$ cat config.mk
export PLATFORM = sky130hd
export DESIGN_NAME = cordic_fix2float
export DESIGN_NICKNAME = d
export VERILOG_FILES = /design/src/rtl/cordic_pkg.sv /design/src/rtl/leading_one_detect.sv /design/src/rtl/cordic_fix2float.sv
export SDC_FILE = /design/constraint.sdc
export NUM_CORES = 1
export LEC_CHECK = 0
export ABC_AREA = 1
export BUFFER_PORTS_ARGS = -buffer_cell sky130_fd_sc_hd__buf_2
export CORE_MARGIN = 3
export CORE_UTILIZATION = 45
export DETAILED_ROUTE_END_ITERATION = 16
export HOLD_SLACK_MARGIN = 0.08
export PLACE_DENSITY_LB_ADDON = 0.2
export RECOVER_POWER = 25
export SYNTH_ARGS = -nofsm -noshare
export SYNTH_HDL_FRONTEND = slang
export SYNTH_SLANG_ARGS = --single-unit
$ cat constraint.sdc
create_clock -name clock -period 2.4 [get_ports clock]
set_input_delay 0.12 -clock clock [delete_from_list [all_inputs] [get_ports clock]]
set_output_delay 0.12 -clock clock [all_outputs]
set_load 0.1 [all_outputs]
$ cat src/rtl/cordic_pkg.sv
// Shared float-field constants and the packed IEEE-754 single-precision layout
// used by the CORDIC back end.
package cordic_pkg;
  localparam int F32_BIAS   = 127;
  localparam int F32_MANT_W = 23;
  localparam int F32_EXP_W  = 8;
  localparam int LOD_W      = 5;

  typedef struct packed {
    logic                  sign;
    logic [F32_EXP_W-1:0]  exp;
    logic [F32_MANT_W-1:0] mant;
  } f32_t;
endpackage

$ cat src/rtl/leading_one_detect.sv
// Combinational leading-one detector: position of the highest set bit of din,
// plus a flag for an all-zero input.
module leading_one_detect
  import cordic_pkg::*;
#(
  parameter int WIDTH = 22
) (
  input  logic [WIDTH-1:0] din,
  output logic [LOD_W-1:0] pos,
  output logic             zero
);
  always_comb begin
    pos  = '0;
    zero = (din == '0);
    // Ascending scan: the last hit is the most significant set bit.
    for (int i = 0; i < WIDTH; i++)
      if (din[i]) pos = LOD_W'(i);
  end
endmodule

$ cat src/rtl/cordic_fix2float.sv
// Three-stage signed fixed-point to IEEE-754 single converter behind the CORDIC pipe.
// Optional debug ports behind macro CORDIC_F2F_DEBUG_EN.
module cordic_fix2float
  import cordic_pkg::*;
#(
  parameter int WIDTH = 22,
  parameter int FRAC  = 20
) (
  input  logic             clock,
  input  logic             aclr,
  input  logic             clk_en,
  input  logic             valid_in,
  input  logic [WIDTH-1:0] fixed_in,
  output logic [31:0]      result,
  output logic             valid_out
`ifdef CORDIC_F2F_DEBUG_EN
  ,
  output logic [4:0]       lead_pos_debug,
  output logic [7:0]       exponent_debug
`endif
);
  localparam int NORM_W = WIDTH + F32_MANT_W;

  logic              sign1_q, sign1_d, sign2_q, sign2_d;
  logic [WIDTH-1:0]  mag1_q, mag1_d, mag2_q, mag2_d;
  logic [LOD_W-1:0]  p2_q, p2_d;
  logic signed [8:0] exp2_q, exp2_d;
  logic              zero2_q, zero2_d;
  logic [2:0]        vld_pipe_q, vld_pipe_d;
  logic [31:0]       result_q, result_d;

  logic [LOD_W-1:0]      lod_pos;
  logic                  lod_zero;
  logic [F32_MANT_W-1:0] mant;
  f32_t                  pk;

  leading_one_detect #(.WIDTH(WIDTH)) u_lod (
    .din  (mag1_q),
    .pos  (lod_pos),
    .zero (lod_zero)
  );

  always_comb begin
    sign1_d    = fixed_in[WIDTH-1];
    // Unsigned WIDTH-bit view makes -2^(WIDTH-1) come out as 2^(WIDTH-1).
    mag1_d     = fixed_in[WIDTH-1] ? -fixed_in : fixed_in;
    sign2_d    = sign1_q;
    mag2_d     = mag1_q;
    p2_d       = lod_pos;
    zero2_d    = lod_zero;
    exp2_d     = 9'(F32_BIAS) + 9'(lod_pos) - 9'(FRAC);
    vld_pipe_d = {vld_pipe_q[1:0], valid_in};

    // One shifter covers both directions: pre-shift left by 23, then right by p.
    mant = F32_MANT_W'(({{F32_MANT_W{1'b0}}, mag2_q} << F32_MANT_W) >> p2_q);

    pk.sign = sign2_q;
    pk.exp  = exp2_q[7:0];
    pk.mant = mant;
    if (zero2_q) begin
      pk = '0;
    end else if (exp2_q < 9'sd1 || exp2_q > 9'sd254) begin
      pk.exp  = '0;
      pk.mant = '0;
    end
    result_d = vld_pipe_q[1] ? pk : result_q;
  end

  always_ff @(posedge clock) begin
    if (!aclr) begin
      sign1_q    <= 1'b0;
      mag1_q     <= '0;
      sign2_q    <= 1'b0;
      mag2_q     <= '0;
      p2_q       <= '0;
      exp2_q     <= '0;
      zero2_q    <= 1'b0;
      vld_pipe_q <= '0;
      result_q   <= '0;
    end else if (clk_en) begin
      sign1_q    <= sign1_d;
      mag1_q     <= mag1_d;
      sign2_q    <= sign2_d;
      mag2_q     <= mag2_d;
      p2_q       <= p2_d;
      exp2_q     <= exp2_d;
      zero2_q    <= zero2_d;
      vld_pipe_q <= vld_pipe_d;
      result_q   <= result_d;
    end
  end

  assign result    = result_q;
  assign valid_out = vld_pipe_q[2];

`ifdef CORDIC_F2F_DEBUG_EN
  assign lead_pos_debug = aclr ? p2_q : '0;
  assign exponent_debug = aclr ? exp2_q[7:0] : '0;
`endif
endmodule

==> metrics.md, run 1 <==
| Metric | Value |
|---|---|
| Status | complete, but fails checks |
| Violated checks | capacitance limit, slew limit |
| Fin nets | 837 |
| Crit start category | input port |
| Final Skew | 0.0100 ns |
| Vias in the first global route | 4683 |
| TritonCTS buffer count | 9 |
| # diodes | 0 |
| Aggregate routed wire length | 12.8 mm |
| Placeable Area | 11000 um2 |
| Multi-input gate area | 2780 um2 |
| Fmax | 459 MHz |
| RSZ-0062 raised after global routing | false |
| # Max-Cap Violations | 1 |
| H-Tree Depth | 3 |
| Inst Count DP | 935 |
| Setup TNS | 0 ns |
| P_leak | 2.65 nW |
| CTS tree | built |
| Worst Hold Class | input port to flop |
| GRT Total Usage | 20.9% |
| Clk sinks | 95 |
| Final Util | 53.6% |
| Full die area | 12800 um2 |
| I/O pin count | 59 |
| Area leader, netlist | dfxtp_1 |
| Complex-gate fraction of the synthesized area | 24.0% |
| Fin. max-slew vios | 91 |
| Sequential share of the synthesized area | 36.8% |
| Peak VDD IR | 424 uV |
| Initial antenna violation count | 0 |
| Fin. Hold Viols | 0 |
| Largest family of logic cells by synthesized area | compound AO/OA/AOI/OAI gates |
| Initial Utilization | 46.8% |
| Final Cycle Share | 90.8% |
| Endpoint type of the worst setup path | flop |
| First-pass GRT wire length | 21.8 mm |
| Mapped Cells | 772 |
| Reg2reg start | mag1_q[2]$_SDFFE_PN0P_ |
| Starting DRT DRC Count | 281 |
| Hold path depth | 4 |
| Reg2reg end | exp2_q[6]$_SDFFE_PN0P_ |
| Fin area | 5910 um2 |
| Most frequent cells in the layout | 187 x nand2_1, 94 x o21ai_0, 93 x dfxtp_1 |
| Final setup margin | 0.220 ns |
| Final setup fails | 0 |
| IO Port Bufs | 58 |
| WHS | 0.0946 ns |
| Synth cell types | 38 |
| Pwr dens | 694 nW/um2 |
| Synthesis Warnings | 0 |
| DR pass1 iterations | 5 |
| Post-Layout Cell Count | 954 |
| Clock Tree Buf Depth | 2 |
| # DRC | 0 |
| Die Span X | 113 um |
| Synth Area in XOR/XNOR | 1.87% |
| Dpl cell area | 5530 um2 |
| Congestion Overflow GR | 0 |
| Worst path arrival time | 2.43 ns |
| Drt via density | 5.26 |
| Synth top area cells | dfxtp_1 37%, nand2_1 14%, o21ai_0 9.2%, a21oi_1 7.7%, inv_1 5.3% |
| Routed length per instance | 13.4 um |
| Adder-Cell Fraction of Synth Area | 0.485% |
| Detail Route Antenna Nets | 0 |
| Crit Path Class | input port to flop |
| Sequential cell area | 1900 um2 |
| Post-route total power | 4.10 mW |
| Syn nets | 800 |
| Placer Congestion | 0.887 |
| Hold Path Sink | mag1_q[20]$_SDFFE_PN0P_ |
| Post-DP HPWL | 9.32 mm |
| Fill cell count | 1111 |
| Relative slew slack | -1.93% |
| Commonest non-fill, non-tap cell in the layout | nand2_1 |
| Post-synth EDFFs | 0 |
| Worst Tran Pin Value | 1.53 ns |
| Hold wc startpoint | fixed_in[20] |
| Post-synth top area share | 36.8% |
| Worst-path clk slew | 0.06 ns |
| Vias | 5020 |
| Max FO, Critical Path | 3 |
| Die H | 113 um |
| Insertion delay to the later sink of the worst-skew pair | 0.35 ns |
| Mapped Area | 5160 um2 |
| Pre-CTS WS | 0.236 ns |
| Clk root buf | clkbuf_16 |
| Ys flop type | dfxtp_1 |
| Critical Path RT | 2.65 ns |
| Share of layout cells above drive strength 1 | 14.3% |
| Mux contribution to synthesized area | 3.68% |
| Largest net degree at the start of global routing | 91 |
| Synthesized area per cell | 6.69 um2 |
| P&R area growth vs syn | 14.4% |
| Simple-Gate Fraction of Synth Area | 23.4% |
| #FFs+latches synth | 95 |
| Worst R2R Path Depth | 27 |
| Crit path time final | 2.18 ns |
| Asr flop ratio synth | 0% |
| Std cell rows | 38 |
| Worst R2R Setup Slack | 0.31 ns |
==> sequential cells by signal, summed over array words and instances (netlist names) <==
| signal | flops |
|---|---|
| result | 32 |
| mag1_q | 22 |
| mag2_q | 22 |
| exp2_q | 8 |
| p2_q | 5 |
| vld_pipe_q | 3 |
| sign1_q | 1 |
| sign2_q | 1 |
| zero2_q | 1 |
==> cell type report <==
| class | instances | area share (%) |
|---|---|---|
| well taps | 140 | 2.97 |
| repair buffers | 74 | 6.95 |
| flip-flops and latches | 95 | 32.2 |
| clock inverters | 6 | 1.55 |
| inverters | 83 | 5.27 |
| multi-input cells | 546 | 47.0 |
| clock buffers | 10 | 4.05 |
==> worst max path at each step <==
stage / from / to / slack (ns)
finish: fixed_in[0] / mag1_q[20]$_SDFFE_PN0P_ / 0.22
global route: mag1_q[2]$_SDFFE_PN0P_ / exp2_q[6]$_SDFFE_PN0P_ / 0.006
CTS: fixed_in[0] / mag1_q[20]$_SDFFE_PN0P_ / 0.21
detailed placement: mag1_q[1]$_SDFFE_PN0P_ / exp2_q[6]$_SDFFE_PN0P_ / 0.24
global placement: mag1_q[2]$_SDFFE_PN0P_ / exp2_q[6]$_SDFFE_PN0P_ / 0.30
floorplan: mag1_q[2]$_SDFFE_PN0P_ / exp2_q[6]$_SDFFE_PN0P_ / 0.49
==> cells in the mapped netlist, types with 3 or more instances <==
cell,instances
inv_1,73
o21ai_1,19
dfxtp_1,95
a21oi_1,79
xor2_1,9
inv_2,9
o21ai_2,3
nand3_1,28
nor4_1,8
nand2_2,4
o21ai_0,95
o221ai_1,9
nor3_2,4
clkbuf_1,38
mux2i_1,19
nor3_1,6
nor2_1,47
buf_2,9
o211ai_1,6
nand2_1,188
==> timing repair <==
item	CTS	global route
hold buffers	3	0
setup endpoints to repair	0	4
endpoints found under the hold margin	3	0
gates resized for setup	0	9
setup buffers	0	0
==> routing by layer <==
layer  global-route usage [%]  part of all wire [%]  vias to the layer above
met1                     27.2                    47                     2259
met5                        0                     0                        -
met3                     3.74                   3.6                       23
li1                         -                     -                     2637
met2                     34.3                    47                      101
met4                     8.57                   2.4                        0
==> worst max-delay path, stage by stage <==
cell and delay, ns:
dlygate4sd3_1 0.54, buf_2 0.14, inv_1 0.07, ha_1 0.15
inv_1 0.07, nor3_4 0.15, inv_2 0.07, nor2_4 0.10
nand2_2 0.08, o31ai_4 0.22, nand2_2 0.07, o21ai_2 0.16
a31oi_1 0.14, nor2_2 0.12, xnor2_1 0.07, o21ai_1 0.11
inv_1 0.04
==> cell families (layout without fill, tap and decap cells) <==
| group | Yosys count | after routing |
|---|---|---|
| xor gates and xnor gates | 11 | 11 |
| adders and majority gates | 2 | 2 |
| buffers and inverters | 131 | 173 |
| and+or+nand+nor | 289 | 289 |
| muxes | 19 | 19 |
| DFF | 95 | 95 |
| AOI/OAI and AO/OA | 225 | 225 |
==> where the power goes <==
| part | total, mW | leakage (nW) | internal (mW) | switching, mW |
|---|---|---|---|---|
| clock | 1.58 | 0.163 | 0.947 | 0.633 |
| combinational | 0.803 | 1.71 | 0.250 | 0.552 |
| sequential | 1.72 | 0.780 | 1.66 | 0.0563 |
Power figures use the tool's default switching activity.
==> run 2: changes to the inputs <==
--- a/config.mk
+++ b/config.mk
@@ -5,11 +5,12 @@
 export SDC_FILE = /design/constraint.sdc
 export NUM_CORES = 1
 export LEC_CHECK = 0
-export ABC_AREA = 1
 export BUFFER_PORTS_ARGS = -buffer_cell sky130_fd_sc_hd__buf_2
+export CAP_MARGIN = 20
 export CORE_MARGIN = 3
 export CORE_UTILIZATION = 45
 export DETAILED_ROUTE_END_ITERATION = 16
+export GPL_ROUTABILITY_DRIVEN = 0
 export HOLD_SLACK_MARGIN = 0.08
 export PLACE_DENSITY_LB_ADDON = 0.2
 export RECOVER_POWER = 25
==> run 2 against run 1 <==
Compared with the run above: the flow now finishes without violations; flip-flop and latch count is the same; final area grew 4.5%; first-iteration DRC count grew 99%; final cell count shrank 15%; clock power shrank 9%; utilization shrank 0.62 points; synthesized area grew 5.9%; maximum frequency shrank 2.1%; clock skew shrank 0.0015 ns; total power shrank 4.3%; hold slack gained 0.0092 ns; synthesized cell count shrank 19%; critical endpoint is now exp2_q[4]$_SDFFE_PN0P_; largest power group unchanged.
==> metrics.md, run 2 <==
| Metric | Value |
|---|---|
| Status | complete, no violations |
| Post-DP HPWL | 10.2 mm (+9.1%) |
| # diodes | 0 (unchanged) |
| Drt via density | 5.91 (+12%) |
| # DRC | 0 (unchanged) |
| DR pass1 iterations | 7 (+2) |
| Relative slew slack | 21.9% (+24 points) |
| Most frequent cells in the layout | 95 x dfxtp_1, 90 x nor2_1, 56 x buf_2 |
| Clk root buf | clkbuf_16 |
| Die H | 116 um (+2.7%) |
| Routed length per instance | 16.9 um (+27%) |
| Largest family of logic cells by synthesized area | multiplexers |
| Crit Path Class | flop to flop |
| Initial antenna violation count | 0 (unchanged) |
| Adder-Cell Fraction of Synth Area | 0.458% (-0.027 points) |
| Die Span X | 116 um (+2.7%) |
| Largest net degree at the start of global routing | 56 (-38%) |
| Fin. max-slew vios | 0 (-100%) |
| CTS tree | built |
| Fmax | 449 MHz (-2.1%) |
| Peak VDD IR | 311 uV (-27%) |
| Share of layout cells above drive strength 1 | 18.2% (+4.0 points) |
| Mapped Area | 5470 um2 (+5.9%) |
| Post-synth top area share | 34.8% (-2.0 points) |
| Complex-gate fraction of the synthesized area | 18.8% (-5.2 points) |
| Final Cycle Share | 92.8% (+2.0 points) |
| Full die area | 13500 um2 (+5.6%) |
| RSZ-0062 raised after global routing | false |
| Worst path arrival time | 2.49 ns (+0.06 ns) |
| Post-synth EDFFs | 0 (unchanged) |
| Endpoint type of the worst setup path | flop |
| #FFs+latches synth | 95 (unchanged) |
| Final Skew | 0.00849 ns (-0.00154 ns) |
| Synth top area cells | dfxtp_1 35%, mux2i_1 8.8%, mux4_2 6.6%, nor2_1 6.2%, a21oi_1 3.4% |
| Synthesized area per cell | 8.77 um2 (+31%) |
| IO Port Bufs | 58 (unchanged) |
| GRT Total Usage | 21.2% (+0.30 points) |
| Sequential share of power | 44.7% (+2.8 points) |
| I/O pin count | 59 (unchanged) |
| Simple-Gate Fraction of Synth Area | 18.2% (-5.2 points) |
| Clk sinks | 95 (unchanged) |
| Worst-path clk slew | 0.07 ns (about the same) |
| Syn nets | 651 (-19%) |
| Std cell rows | 39 (+2.6%) |
| P_leak | 2.44 nW (-8.0%) |
| Vias | 4795 (-4.5%) |
| Initial Utilization | 46.9% (+0.072 points) |
| Post_cts resized | 0 (unchanged) |
| Combinational power share | 18.8% (-0.8 points) |
| Mux contribution to synthesized area | 19.6% (+16 points) |
| Ys flop type | dfxtp_1 |
| Commonest non-fill, non-tap cell in the layout | dfxtp_1 |
| Synth cell types | 65 (+71%) |
| Setup TNS | 0 ns (unchanged) |
| H-Tree Depth | 3 (unchanged) |
| Vias in the first global route | 4423 (-5.6%) |
| Sequential share of the synthesized area | 34.8% (-2.0 points) |
| Number of flip-flops in the largest register | 32 (unchanged) |
| TritonCTS buffer count | 9 (unchanged) |
| Worst Tran Pin Value | 1.17 ns (-0.357 ns) |
| # Max-Cap Violations | 0 (-1) |
| Cell Int Power | 2.80 mW (-2.1%) |
| Starting DRT DRC Count | 559 (+99%) |
| Net Sw Frac | 28.7% (-1.6 points) |
| P&R area growth vs syn | 13.0% |
| Mapped Cells | 623 (-19%) |
| Synth Area in XOR/XNOR | 2.88% (+1.0 points) |
| Aggregate routed wire length | 13.8 mm (+7.7%) |
| Final setup margin | 0.173 ns (-0.0468 ns) |
| Pwr dens | 636 nW/um2 (-8.4%) |
| Asr flop ratio synth | 0% (unchanged) |
| Clock Tree Buf Depth | 2 (unchanged) |
| Congestion Overflow GR | 0 (unchanged) |
| Synth top cells by count | 95 x dfxtp_1, 90 x nor2_1, 49 x nand2_1 |
| Net Switching | 1.13 mW (-9.2%) |
| Crit path time final | 2.23 ns (+0.0468 ns) |
| First-pass GRT wire length | 22.7 mm (+4.0%) |
| Area leader, netlist | dfxtp_1 |
| Pre-CTS WS | 0.219 ns (-0.0169 ns) |
| Most common cell in the netlist | dfxtp_1 |
| Worst Hold Class | input port to flop |
| Detail Route Antenna Nets | 0 (unchanged) |
| Max FO, Critical Path | 6 (+3) |
| Placeable Area | 11700 um2 (+5.7%) |
| Synthesis Warnings | 0 (unchanged) |
| Fin nets | 693 (-17%) |
| Final setup fails | 0 (unchanged) |
| Crit start category | flop |
| Critical Path RT | 2.67 ns (+0.02 ns) |
| Insertion delay to the later sink of the worst-skew pair | 0.35 ns (about the same) |
| Clock power share | 36.5% (-2.0 points) |
| Fin. Hold Viols | 0 (unchanged) |
## run 2: cell types whose count changed after synthesis, moves of 13 or more
cell      before  now
nor2_1        47   90
mux4_2         0   16
nand3_1       28   14
clkbuf_1      38   25
nand2_1      188   49
o21ai_0       95   34
mux2i_1       19   48
inv_1         73   12
a21oi_1       79   37
a211oi_1       1   14
## run 2: layout make-up
cell class	instances	area [um2]
Fill cell	1079	5490
Multi-Input combinational cell	468	3280
Sequential cell	95	1900
Timing Repair Buffer	78	468
Clock buffer	11	243
Tap cell	143	179
Clock inverter	4	55.1
Inverter	13	48.8
## run 2: cell families (layout without fill, tap and decap cells)
kind of cell	after synthesis	count (layout)
buf+inv	60	106
flops	95	95
compound gates	156	156
fa+ha+maj	2	2
simple gates	213	213
xor+xnor	18	18
mux	79	79
## run 2: stage by stage
step | util (%) | power [mW] | hold WS [ns] | cell area [um2] | instances
finish | 52.9 | 3.93 | 0.104 | 6170 | 812
CTS | 53.0 | 3.96 | 0.0803 | 6180 | 812
global route | 52.9 | 4.12 | 0.131 | 6170 | 812
floorplan | - | 2.32 | 0.258 | 5470 | 623
detailed placement | 50.2 | 2.52 | 0.370 | 5850 | 794
global placement | 50.2 | 2.50 | 0.362 | 5850 | 794
## run 2: worst max-delay path: stages, from the launching register on
cell and delay, ns:
dfxtp_1 0.44, nand2b_1 0.14, a221oi_1 0.07, o31a_1 0.28, nor3_1 0.51, ha_1 0.31
nor2_1 0.08, nand3b_1 0.17, a21oi_1 0.15
## run 2: final timing paths
kind / start / endpoint / slack (ns) / cells past startpoint
max: mag1_q[12]$_SDFFE_PN0P_ / exp2_q[4]$_SDFFE_PN0P_ / 0.17 / 8
min: fixed_in[13] / mag1_q[13]$_SDFFE_PN0P_ / 0.10 / 3
max reg2reg: mag1_q[12]$_SDFFE_PN0P_ / exp2_q[4]$_SDFFE_PN0P_ / 0.17 / 8
min reg2reg: result[17]$_SDFFE_PN0P_ / result[17]$_SDFFE_PN0P_ / 0.44 / 2
## run 2: layer usage
metal  part of all wire, %  track usage [%]  vias up
met2                    46             34.3      159
li1                      -                -     2379
met4                   1.8             7.27        0
met5                     0                0        -
met3                   6.2             4.66       18
met1                    46             28.1     2239
## run 2: repair_timing
| item | in CTS | in global routing |
|---|---|---|
| setup buffers | 0 | 0 |
| hold endpoints to repair | 3 | 0 |
| hold buffers | 3 | 0 |
## run 2: power groups by stage
stage               combinational [mW]  sequential [mW]  clock [mW]
floorplan                        0.561             1.76           0
global placement                 0.713             1.79           0
detailed placement               0.726             1.79           0
CTS                              0.733             1.76        1.47
global route                     0.809             1.77        1.54
finish                           0.739             1.76        1.43
